File: config.mk
export PLATFORM = sky130hd
export DESIGN_NAME = alu_exec_stage
export DESIGN_NICKNAME = d
export VERILOG_FILES = /design/src/rtl/alu_pkg.sv /design/src/rtl/alu_exec_stage.sv
export SDC_FILE = /design/constraint.sdc
export NUM_CORES = 1
export LEC_CHECK = 0
export ABC_AREA = 1
export CAP_MARGIN = 25
export CORE_MARGIN = 10
export CORE_UTILIZATION = 35
export CTS_CLUSTER_SIZE = 14
export DETAILED_ROUTE_END_ITERATION = 8
export PLACE_DENSITY = 0.81
export RECOVER_POWER = 100
export SYNTH_ARGS = -nofsm -noshare
export SYNTH_HDL_FRONTEND = slang
export SYNTH_SLANG_ARGS = --single-unit
File: constraint.sdc
create_clock -name clk -period 1.7 [get_ports clk]
set_input_delay 0.425 -clock clk [delete_from_list [all_inputs] [get_ports clk]]
set_output_delay 0.425 -clock clk [all_outputs]
set_load 0.005 [all_outputs]
File: src/rtl/alu_pkg.sv
// rtl/alu_pkg.sv - shared ALU opcodes and op classification helpers
package alu_pkg;

  localparam logic [3:0] ALU_ADD        = 4'b0000;
  localparam logic [3:0] ALU_SUB        = 4'b0001;
  localparam logic [3:0] ALU_MUL        = 4'b0010;
  localparam logic [3:0] ALU_SHL        = 4'b0011;
  localparam logic [3:0] ALU_SHR        = 4'b0100;
  localparam logic [3:0] ALU_FMUL       = 4'b0101;
  localparam logic [3:0] ALU_FFLOOR     = 4'b0110;
  localparam logic [3:0] ALU_FFLOOR_INT = 4'b0111;
  localparam logic [3:0] ALU_FCMP       = 4'b1000;
  localparam logic [3:0] ALU_ICMP       = 4'b1001;

  // FCMP result code meaning "at least one operand is NaN"
  localparam logic [1:0] FCMP_UNORDERED = 2'b11;

  function automatic logic is_multicycle(input logic [3:0] op);
    return (op == ALU_MUL) || (op == ALU_FMUL);
  endfunction

  function automatic logic is_illegal(input logic [3:0] op);
    return op > ALU_ICMP;
  endfunction

endpackage

File: src/rtl/alu_exec_stage.sv
// rtl/alu_exec_stage.sv - execute stage: operand register, multi-cycle hold, result register
module alu_exec_stage
  import alu_pkg::*;
#(
  parameter int TAG_W   = 4,
  parameter int MUL_LAT = 3
) (
  input  logic             clk,
  input  logic             rst_n,
  input  logic             flush,
  input  logic             in_valid,
  output logic             in_ready,
  input  logic [3:0]       in_op,
  input  logic [31:0]      in_a,
  input  logic [31:0]      in_b,
  input  logic [15:0]      in_imm,
  input  logic             in_use_imm,
  input  logic [TAG_W-1:0] in_tag,
  output logic [31:0]      alu_a,
  output logic [31:0]      alu_b,
  output logic [3:0]       alu_op,
  input  logic [31:0]      alu_result,
  input  logic             alu_zero,
  output logic             out_valid,
  input  logic             out_ready,
  output logic [31:0]      out_result,
  output logic             out_zero,
  output logic [TAG_W-1:0] out_tag,
  output logic             out_illegal,
  output logic             out_unordered
);

  localparam int               CNT_W    = $clog2(MUL_LAT) + 1;
  localparam logic [CNT_W-1:0] CNT_LOAD = CNT_W'(MUL_LAT - 1);

  logic             s1_valid_q, s1_valid_d;
  logic [CNT_W-1:0] cnt_q, cnt_d;
  logic [31:0]      a_q, a_d, b_q, b_d;
  logic [3:0]       op_q, op_d;
  logic [TAG_W-1:0] tag_q, tag_d;

  logic             out_valid_q, out_valid_d;
  logic [31:0]      out_result_q, out_result_d;
  logic             out_zero_q, out_zero_d;
  logic [TAG_W-1:0] out_tag_q, out_tag_d;
  logic             out_illegal_q, out_illegal_d;
  logic             out_unordered_q, out_unordered_d;

  logic        s1_done, s2_free, s1_fire, accept;
  logic [31:0] b_sel;

  assign s1_done  = s1_valid_q && (cnt_q == '0);
  assign s2_free  = !out_valid_q || out_ready;
  assign s1_fire  = s1_done && s2_free;
  // out_ready reaches in_ready combinationally so a full pipe still streams
  assign in_ready = !flush && (!s1_valid_q || s1_fire);
  assign accept   = in_valid && in_ready;
  assign b_sel    = in_use_imm ? {{16{in_imm[15]}}, in_imm} : in_b;

  always_comb begin
    s1_valid_d      = s1_valid_q;
    cnt_d           = cnt_q;
    a_d             = a_q;
    b_d             = b_q;
    op_d            = op_q;
    tag_d           = tag_q;
    out_valid_d     = out_valid_q;
    out_result_d    = out_result_q;
    out_zero_d      = out_zero_q;
    out_tag_d       = out_tag_q;
    out_illegal_d   = out_illegal_q;
    out_unordered_d = out_unordered_q;

    if (flush) begin
      s1_valid_d  = 1'b0;
      cnt_d       = '0;
      out_valid_d = 1'b0;
    end else begin
      if (accept) begin
        s1_valid_d = 1'b1;
        cnt_d      = is_multicycle(in_op) ? CNT_LOAD : '0;
        a_d        = in_a;
        b_d        = b_sel;
        op_d       = in_op;
        tag_d      = in_tag;
      end else if (s1_fire) begin
        s1_valid_d = 1'b0;
      end else if (s1_valid_q && (cnt_q != '0)) begin
        cnt_d = cnt_q - CNT_W'(1);
      end

      if (s1_fire) begin
        out_valid_d     = 1'b1;
        out_result_d    = alu_result;
        out_zero_d      = alu_zero;
        out_tag_d       = tag_q;
        out_illegal_d   = is_illegal(op_q);
        out_unordered_d = (op_q == ALU_FCMP) && (alu_result == {30'd0, FCMP_UNORDERED});
      end else if (out_valid_q && out_ready) begin
        out_valid_d = 1'b0;
      end
    end
  end

  always_ff @(posedge clk) begin
    if (!rst_n) begin
      s1_valid_q      <= 1'b0;
      cnt_q           <= '0;
      a_q             <= '0;
      b_q             <= '0;
      op_q            <= '0;
      tag_q           <= '0;
      out_valid_q     <= 1'b0;
      out_result_q    <= '0;
      out_zero_q      <= 1'b0;
      out_tag_q       <= '0;
      out_illegal_q   <= 1'b0;
      out_unordered_q <= 1'b0;
    end else begin
      s1_valid_q      <= s1_valid_d;
      cnt_q           <= cnt_d;
      a_q             <= a_d;
      b_q             <= b_d;
      op_q            <= op_d;
      tag_q           <= tag_d;
      out_valid_q     <= out_valid_d;
      out_result_q    <= out_result_d;
      out_zero_q      <= out_zero_d;
      out_tag_q       <= out_tag_d;
      out_illegal_q   <= out_illegal_d;
      out_unordered_q <= out_unordered_d;
    end
  end

  assign alu_a         = a_q;
  assign alu_b         = b_q;
  assign alu_op        = op_q;
  assign out_valid     = out_valid_q;
  assign out_result    = out_result_q;
  assign out_zero      = out_zero_q;
  assign out_tag       = out_tag_q;
  assign out_illegal   = out_illegal_q;
  assign out_unordered = out_unordered_q;

endmodule

After elaboration in Yosys (flattened, before gate mapping)
Index checks and enable logic that the tools add are counted.
W data, S select, Z words.

word-level totals
  register bits = 116
  bits of input ports = 127

operators by class
  reductions and logical operators = 22
  bitwise gates (word level) = 2
  magnitude comparators = 1
  add/sub/neg operators = 1
  equal/unequal tests = 5
  mux-type cells = 9

operators by type and width
  operator               count
  $eq A32 B2 Y1 const B  1
  $mux W32               1
  $mux W3                3
  $logic_and A1 B1 Y1    7
  $reduce_and A2 Y1      3
  $reduce_bool A2 Y1     3
  $eq A4 B2 Y1 const B   1
  $eq A4 B3 Y1 const B   1
  $eq A4 B4 Y1 const B   1
  $gt A4 B4 Y1 const B   1
  $mux W1                4
  $logic_not A1 Y1       3
  $logic_not A3 Y1       1
  $logic_or A1 B1 Y1     3
  $reduce_bool A3 Y1     1
  $sub A3 B1 Y3 const B  1
  $mux W2                1
  $ne A2 B1 Y1 const B   1
  $not A1 Y1             2
  $reduce_or A2 Y1       1

Logic depth before layout (Yosys ltp)
Gate-level depths: netlist of the first run.

  depth after elaboration = 8
  gate-level depth with buffers = 10

Least setup slack after synthesis of the first run
OpenSTA, ideal clock, no wires.

  path type = register to register
  from = reg cnt_q[0]
  to = reg b_q[10] (netlist: alu_b[10])
  clock period less this slack = 1,444 ps
  stages on the path, launching flop included = 10
  path slack = 256 ps
  buffers on the path = 2
  data arrival time = 1,332 ps
  library setup time = 113 ps
  path through = dfxtp_1 -> inv_1 -> ha_1 -> nand2_1 -> o21ai_2 -> nand3_2 -> buf_2 -> buf_2 -> nor2_1 -> nor2_1

on the way
  word-level cells in the longest chain between the ends = 7

RTL lines
  item                         line                   text
  from (decl)                  alu_exec_stage.sv:37   logic [CNT_W-1:0] cnt_q, cnt_d;
  from (signal assigned)       alu_exec_stage.sv:121  cnt_q <= cnt_d;
  $logic_not A3 Y1             alu_exec_stage.sv:52   assign s1_done = s1_valid_q && (cnt_q == '0);
  $logic_and A1 B1 Y1          alu_exec_stage.sv:52
  $logic_and A1 B1 Y1          alu_exec_stage.sv:54   assign s1_fire = s1_done && s2_free;
  $logic_or A1 B1 Y1           alu_exec_stage.sv:56   assign in_ready = !flush && (!s1_valid_q || s1_fire);
  $logic_and A1 B1 Y1          alu_exec_stage.sv:56
  $logic_and A1 B1 Y1          alu_exec_stage.sv:57   assign accept = in_valid && in_ready;
  $reduce_and A2 Y1 (no line)  -
  to (signal assigned)         alu_exec_stage.sv:110  b_q <= '0;
  to (signal assigned)         alu_exec_stage.sv:123  b_q <= b_d;
  to (decl)                    alu_exec_stage.sv:38   logic [31:0] a_q, a_d, b_q, b_d;

No other way between the ends.
A chain may end at the register's enable or synchronous reset.

Worst setup path after layout of the first run
  from = reg cnt_q[1]
  to = out in_ready

on the way
  word-level cells in the longest chain between the ends = 5

RTL lines
  item                 line                  text
  $logic_not A3 Y1     alu_exec_stage.sv:52
  $logic_and A1 B1 Y1  alu_exec_stage.sv:52
  $logic_and A1 B1 Y1  alu_exec_stage.sv:54
  $logic_or A1 B1 Y1   alu_exec_stage.sv:56
  $logic_and A1 B1 Y1  alu_exec_stage.sv:56
  to (decl)            alu_exec_stage.sv:12  output logic in_ready,

No other way between the ends.

==> flow_metrics.py, run 1 <==
metrics = {
    "timing": {
        "postLayoutSetupSlackWorst_ns": -0.170,
        "fin_crit_ns": 1.87,
        "skew_ns": 0.00527,
        "finalCritPeriodShare_pct": 110,
        "report.final.setup_viol": 1,
        "timing.setup.tns_ns": -0.170,
        "report.final.hold_viol_count": 0,
        "slew_viol_final": 0,
        "headroom_to_the_max_slew_limit_pct": 81.7,
        "timing_worst_slew_pin_value_ns": 0.275,
        "clock.fmax_ghz": 0.535,
        "finalHoldWorstSlack_ns": 0.336,
        "rsz0062_at_grt": "yes",
    },
    "placed_design": {
        "area_after_detailed_placement_um2": 7720,
        "post-place-cells": 1182,
        "hpwl_mm": 12.2,
        "port_buffer_count": 235,
        "pre_cts_ws_ns": -0.455,
        "gp_congestion": 0.835,
    },
    "power": {
        "cellLeakagePower_nw": 4.36,
        "power.sequential.fraction_pct": 36.9,
        "switching_share_pct": 23.0,
        "design_power_total_mw": 7.99,
        "worst_ir_drop_vdd_v": 0.000651,
        "logic_pwr_share_pct": 15.0,
        "net-switching-power_mw": 1.84,
        "power_frac_clock_pct": 48.0,
        "power-per-cell-area_nw_per_um2": 932,
        "internal_power_mw": 6.15,
    },
    "die": {
        "die_ht_um": 140,
        "floorplan.rows": 43,
        "design.portCount": 236,
        "fp.dieArea_um2": 19600,
        "initial_utilization_pct": 36.1,
        "floorplan.die.width_um": 140,
        "core-area_um2": 14000,
    },
    "finish": {
        "final_design_instance_area_without_fill_um2": 8580,
        "synth_to_layout_area_growth_pct": 69.9,
        "utilization_of_the_core_after_routing_pct": 61.3,
        "drive_above_1_share_pct": 8.86,
        "nets": 1166,
        "finish.cell_count_without_fillers": 1230,
        "antenna_cells": 0,
    },
    "routing": {
        "top_metal_used": "met4",
        "dr_total_vias": 5437,
        "met3RoutedLength_mm": 1.94,
        "ant_nets": 0,
        "drt_wl_total_mm": 17.5,
        "drtPass1Iterations": 5,
        "drt_iter0_drc": 256,
        "detail_route.wirelength.met1_mm": 6.75,
        "wl_per_cell_um": 14.2,
        "drc_errors": 0,
        "routed-wl-met2_mm": 8.24,
        "vias_per_cell": 4.42,
    },
    "global_routing": {
        "largest_net_degree_at_the_start_of_global_routing": 66,
        "grt.overflow.total": 0,
        "antenna_violations_before_repair": 0,
        "wire_length_of_the_first_global_routing_pass_mm": 25.4,
        "grtUsageTotal_pct": 15.8,
        "first_global_vias": 5064,
    },
    "setup_path": {
        "cp_data_arrival_time_ns": 1.45,
        "critPathCaptureType": "primary output",
        "critical_path_class": "reg2out",
        "timing.critical_path.fanout_max": 2,
        "critical_path_required_ns": 1.27,
        "worst_setup_path_start_kind": "flip-flop",
    },
    "synth": {
        "ffs_latches_synth": 116,
        "syn_nets": 911,
        "yosysUniqueCellTypes": 23,
        "yosysWarningCount": 0,
        "post_synth_instance_area_um2": 5050,
        "ranking_of_synthesized_cells_by_area": "dfxtp_1 46%, nand2_1 18%, nor2_1 14%, inv_1 7.7%, a21oi_1 2.6%",
        "synth-seq-area-share_pct": 46.0,
        "postSynthCellCount": 782,
        "synthDominantAreaCellType": "dfxtp_1",
        "syn_avg_cell_area_um2": 6.46,
        "synthDominantCellAreaShare_pct": 46.0,
    },
    "clock_network": {
        "insertion_delay_ns": 0.41,
        "cts.reportedPaths.clkPinSlew_ns": 0.05,
        "tritoncts.num_buffers": 17,
        "cts-htree-levels": 4,
        "cts_hold_repair_buffers": 0,
        "cts_num_sinks": 116,
        "clock_tree.buffer_depth": 2,
        "clock_tree_root_driver_cell": "clkbuf_16",
        "clock_tree_from_tritoncts": "done",
    },
    "outcome": {
        "violations": "negative setup slack",
        "run_status": "complete, but fails checks",
    },
    "hold_path": {
        "hp-class": "in2reg",
    },
    "job": {
        "maxCapViolCount": 0,
    },
}
-- power by group through the flow --
stage / combinational [mW] / sequential [mW] / clock [mW]
global route: 1.34 / 2.97 / 4.04
finish: 1.20 / 2.95 / 3.84
detailed placement: 1.22 / 3.01 / 0
global placement: 1.21 / 3.00 / 0
CTS: 1.17 / 2.95 / 3.91
floorplan: 0.465 / 3.02 / 0
-- worst max-delay path, cell delays in order (launching register included) --
cell,delay [ns]
dfxtp_2,0.32
inv_2,0.07
ha_4,0.15
nand2_4,0.06
o21ai_4,0.14
inv_2,0.06
nor2_2,0.11
buf_2,0.13
-- logic make-up after synthesis --
group           share of synthesized area [%]
buf+inv                                  12.3
fa+ha+maj                               0.496
flops                                    46.0
simple gates                             34.1
compound gates                           7.06
-- cell type report --
| class | count | area [um^2] |
|---|---|---|
| clock buffers | 24 | 492 |
| clock inverters | 8 | 146 |
| fillers | 1238 | 5410 |
| inverters | 105 | 397 |
| multi-input cells | 521 | 2170 |
| flip-flops and latches | 116 | 2330 |
| well taps | 180 | 225 |
| repair buffers | 276 | 2820 |
-- timing repair --
action                                  in CTS  in global routing
gates cloned                                 0                  8
endpoints found under the setup margin      72                122
pin swaps                                    5                  0
setup buffers                                8                  3
resized for setup                           89                 51
-- worst paths after layout --
path	cells past startpoint	end	from	slack, ns
hold / removal	3	out_illegal	rst_n	0.34
setup reg to reg	12	s1_valid_q	cnt_q[1]	0.03
setup / recovery	7	in_ready	cnt_q[1]	-0.17
hold reg to reg	2	out_tag[2]	tag_q[2]	0.45
-- flip-flops by register name (all words and copies together) (netlist names) --
name,cells
alu_a,32
alu_b,32
alu_op,4
cnt_q,3
out_illegal,1
out_result,32
out_tag,4
out_unordered,1
out_valid,1
out_zero,1
s1_valid_q,1
tag_q,4
-- cells in the final DEF (no fill, tap or decap), drive strengths merged, types with 3 or more instances in the layout --
cell type / n
nor2: 190
clkdlybuf4s50: 125
nand4: 4
nand3: 8
clkdlybuf4s25: 37
nand2: 246
inv: 105
dfxtp: 116
bufinv: 4
clkbuf: 30
buf: 37
clkinv: 3
a21oi: 26
o21ai: 40
dlygate4sd2: 71
-- synth_stat cells --
| cell type | n |
|---|---|
| nand4_1 | 4 |
| ha_1 | 2 |
| nand3b_1 | 1 |
| a21oi_1 | 26 |
| o21ai_1 | 20 |
| inv_1 | 103 |
| buf_2 | 15 |
| buf_6 | 7 |
| clkbuf_1 | 18 |
| o21ai_0 | 19 |
| nor2_2 | 1 |
| nor2_1 | 189 |
| buf_4 | 1 |
| o21ai_2 | 1 |
| o21a_1 | 2 |
| o21bai_1 | 1 |
| nand3_1 | 6 |
| nor3b_1 | 1 |
| nand3_2 | 1 |
| nand2_2 | 1 |
| inv_2 | 2 |
| nand2_1 | 245 |
| dfxtp_1 | 116 |
-- layer usage --
layer	vias up	GRT usage, %
met1	2366	16.4
met4	0	6.68
li1	2827	-
met5	-	0
met3	38	9.84
met2	206	25.3
No activity file was read; power rests on OpenSTA's default activity.
==> inputs of run 2 (changes only) <==
--- a/config.mk
+++ b/config.mk
@@ -9,8 +9,10 @@
 export CAP_MARGIN = 25
 export CORE_MARGIN = 10
 export CORE_UTILIZATION = 35
+export CTS_CLUSTER_DIAMETER = 120
 export CTS_CLUSTER_SIZE = 14
 export DETAILED_ROUTE_END_ITERATION = 8
+export GPL_ROUTABILITY_DRIVEN = 0
 export PLACE_DENSITY = 0.81
 export RECOVER_POWER = 100
 export SYNTH_ARGS = -nofsm -noshare
==> constraint.sdc (replaced) <==
create_clock -name clk -period 1.7 [get_ports clk]
set_input_delay 0.425 -clock clk [delete_from_list [all_inputs] [get_ports clk]]
set_output_delay 0.425 -clock clk [all_outputs]
set_load 0.05 [all_outputs]
==> run 2 against run 1 <==
Compared with the run above:
- the run still ends with negative setup slack left
- worst setup slack worse by 0.037 ns
- total power rose by 1.1%
- combinational power increased by 48%
- wire length rose by 0.42%
- critical path depth did not move
- die area did not move
- global-route usage rose by 0.060 points
- critical path type unchanged
==> flow_metrics.py, run 2 (synthesis gave the netlist of run 1 again) <==
metrics = {
    "timing": {
        "headroom_to_the_max_slew_limit_pct": 72.0,
        "finalCritPeriodShare_pct": 112,
        "report.final.setup_viol": 76,
        "fin_crit_ns": 1.91,
        "clock.fmax_ghz": 0.524,
        "postLayoutSetupSlackWorst_ns": -0.207,
        "skew_ns": 0.00953,
        "report.final.hold_viol_count": 0,
        "timing_worst_slew_pin_value_ns": 0.418,
        "slew_viol_final": 0,
        "rsz0062_at_grt": "yes",
    },
    "global_routing": {
        "grt.overflow.total": 0,
        "antenna_violations_before_repair": 0,
        "first_global_vias": 5078,
        "grtUsageTotal_pct": 15.9,
        "largest_net_degree_at_the_start_of_global_routing": 76,
        "wire_length_of_the_first_global_routing_pass_mm": 25.6,
    },
    "setup_path": {
        "ff2ff_path_depth": 14,
        "timing.critical_path.fanout_max": 3,
        "critical_path_required_ns": 1.27,
        "max_stage_delay_ns": 0.33,
        "worst_setup_path_start_kind": "flip-flop",
        "timing.critical_path.cells": "inv_4, ha_4, nand2_4, o21ai_4, inv_2, nor2_4, buf_12",
        "origin_of_the_critical_flop_to_flop_path": "cnt_q[0]",
        "r2r_end": "alu_a[19]",
        "critPathCaptureType": "primary output",
        "cp_data_arrival_time_ns": 1.48,
        "rrSetupSlack_ns": -0.20,
        "crit_slowest_cell": "dfxtp_2",
        "critical_path_class": "reg2out",
    },
    "routing": {
        "drc_errors": 0,
        "drt_iter0_drc": 180,
        "ant_nets": 0,
        "wl_per_cell_um": 14.3,
        "dr_total_vias": 5461,
        "drt_wl_total_mm": 17.6,
        "vias_per_cell": 4.44,
        "drtPass1Iterations": 4,
    },
    "finish": {
        "multiInputGateArea_um2": 2230,
        "antenna_cells": 0,
        "nets": 1171,
        "drive_above_1_share_pct": 21.1,
        "finish.cell_count_without_fillers": 1231,
        "final_design_instance_area_without_fill_um2": 8450,
        "register_area_um2": 2320,
        "layout_common_cells": "240 x nand2_1, 170 x nor2_1, 135 x buf_4, 125 x clkdlybuf4s50_1, 114 x dfxtp_1",
        "synth_to_layout_area_growth_pct": 67.3,
        "mostFrequentLayoutCell": "nand2_1",
        "utilization_of_the_core_after_routing_pct": 60.4,
        "layout.filler_cells": 1236,
    },
    "die": {
        "die_ht_um": 140,
        "floorplan.die.width_um": 140,
        "initial_utilization_pct": 36.1,
        "fp.dieArea_um2": 19600,
        "design.portCount": 236,
        "core-area_um2": 14000,
        "floorplan.rows": 43,
    },
    "power": {
        "worst_ir_drop_vdd_v": 0.000821,
        "design_power_total_mw": 8.08,
        "cellLeakagePower_nw": 4.29,
        "power-per-cell-area_nw_per_um2": 957,
    },
    "hold_path": {
        "min-delay-start": "rst_n",
        "hold_path_end": "out_illegal",
        "hp-class": "in2reg",
        "cell_count_of_the_worst_hold_path": 3,
    },
    "outcome": {
        "run_status": "complete, but fails checks",
        "violations": "negative setup slack",
    },
    "placed_design": {
        "port_buffer_count": 235,
        "hpwl_mm": 11.8,
        "area_after_detailed_placement_um2": 7410,
        "post-place-cells": 1176,
    },
    "job": {
        "maxCapViolCount": 0,
    },
    "clock_network": {
        "cts.reportedPaths.clkPinSlew_ns": 0.05,
        "cts_hold_repair_buffers": 0,
        "tritoncts.num_buffers": 17,
        "clock_tree.buffer_depth": 2,
        "cts_num_sinks": 116,
        "insertion_delay_ns": 0.41,
        "clock_tree_root_driver_cell": "clkbuf_16",
        "cts-htree-levels": 4,
        "clock_tree_from_tritoncts": "done",
    },
}
run 2: cell count changes in the layout (fill, tap and decap cells not counted), sizes merged:
cell and delta:
dlygate4sd2 -71, nand3 -1, bufinv -3, clkdlybuf4s25 -37, buf +114, clkinvlp -1
run 2: how the worst max path moves through the flow:
stage | start | end | slack (ns) | cells after the start
floorplan | out_valid | in_ready | 0.13 | 5
global placement | out_ready | in_ready | -0.25 | 6
detailed placement | out_ready | in_ready | -0.27 | 6
CTS | cnt_q[1] | in_ready | -0.20 | 7
global route | cnt_q[1] | alu_a[19] | -0.29 | 14
finish | cnt_q[0] | in_ready | -0.21 | 7
run 2: final cells by class:
type | count | area share (%)
repair buffers | 282 | 32.1
clock buffers | 24 | 5.94
well taps | 180 | 2.67
inverters | 105 | 4.76
flip-flops and latches | 116 | 27.5
multi-input cells | 520 | 26.4
clock inverters | 4 | 0.578
run 2: per-stage QoR:
step | hold WS, ns | setup slack (ns) | setup TNS, ns
finish | 0.333 | -0.207 | -11.23
global route | 0.313 | -0.288 | -18.48
CTS | 0.312 | -0.204 | -0.564
detailed placement | 0.449 | -0.271 | -12.29
global placement | 0.442 | -0.249 | -10.89
floorplan | 0.430 | 0.133 | 0
run 2: what timing repair did:
item,in CTS,in global routing
endpoints found under the setup margin,1,78
buffers inserted,13,6
resized for setup,9,38
cloned,0,8
pin swaps,5,4
run 2: power by group:
group	internal [mW]	switching, mW
Clock	2.17	1.19
Combinational	0.722	1.05
Sequential	2.88	0.0820
Total	5.77	2.31
run 2: critical path, delay by kind of cell, from the launching register on:
family / cells / cell delay [ns]
flops: 1 / 0.33
buf+inv: 3 / 0.28
simple gates: 2 / 0.16
compound gates: 1 / 0.16
fa+ha+maj: 1 / 0.14
run 2: per-layer routing:
layer  wire length [um]  share of wire, %  vias to the layer above  GRT usage [%]
li1                   -                 -                     2829              -
met1               6880                39                     2443           17.3
met2               8890                51                      175           26.6
met3               1640               9.3                       14           8.76
met4                145              0.83                        0           3.53
met5                  0                 0                        -              0
==> inputs of run 3 (changes only) <==
--- a/config.mk
+++ b/config.mk
@@ -13,6 +13,7 @@
 export CTS_CLUSTER_SIZE = 14
 export DETAILED_ROUTE_END_ITERATION = 8
 export GPL_ROUTABILITY_DRIVEN = 0
+export HOLD_SLACK_MARGIN = 0.08
 export PLACE_DENSITY = 0.81
 export RECOVER_POWER = 100
 export SYNTH_ARGS = -nofsm -noshare
==> results of run 3 <==
Final layout, timing and power as in run 2 (identical DEF).
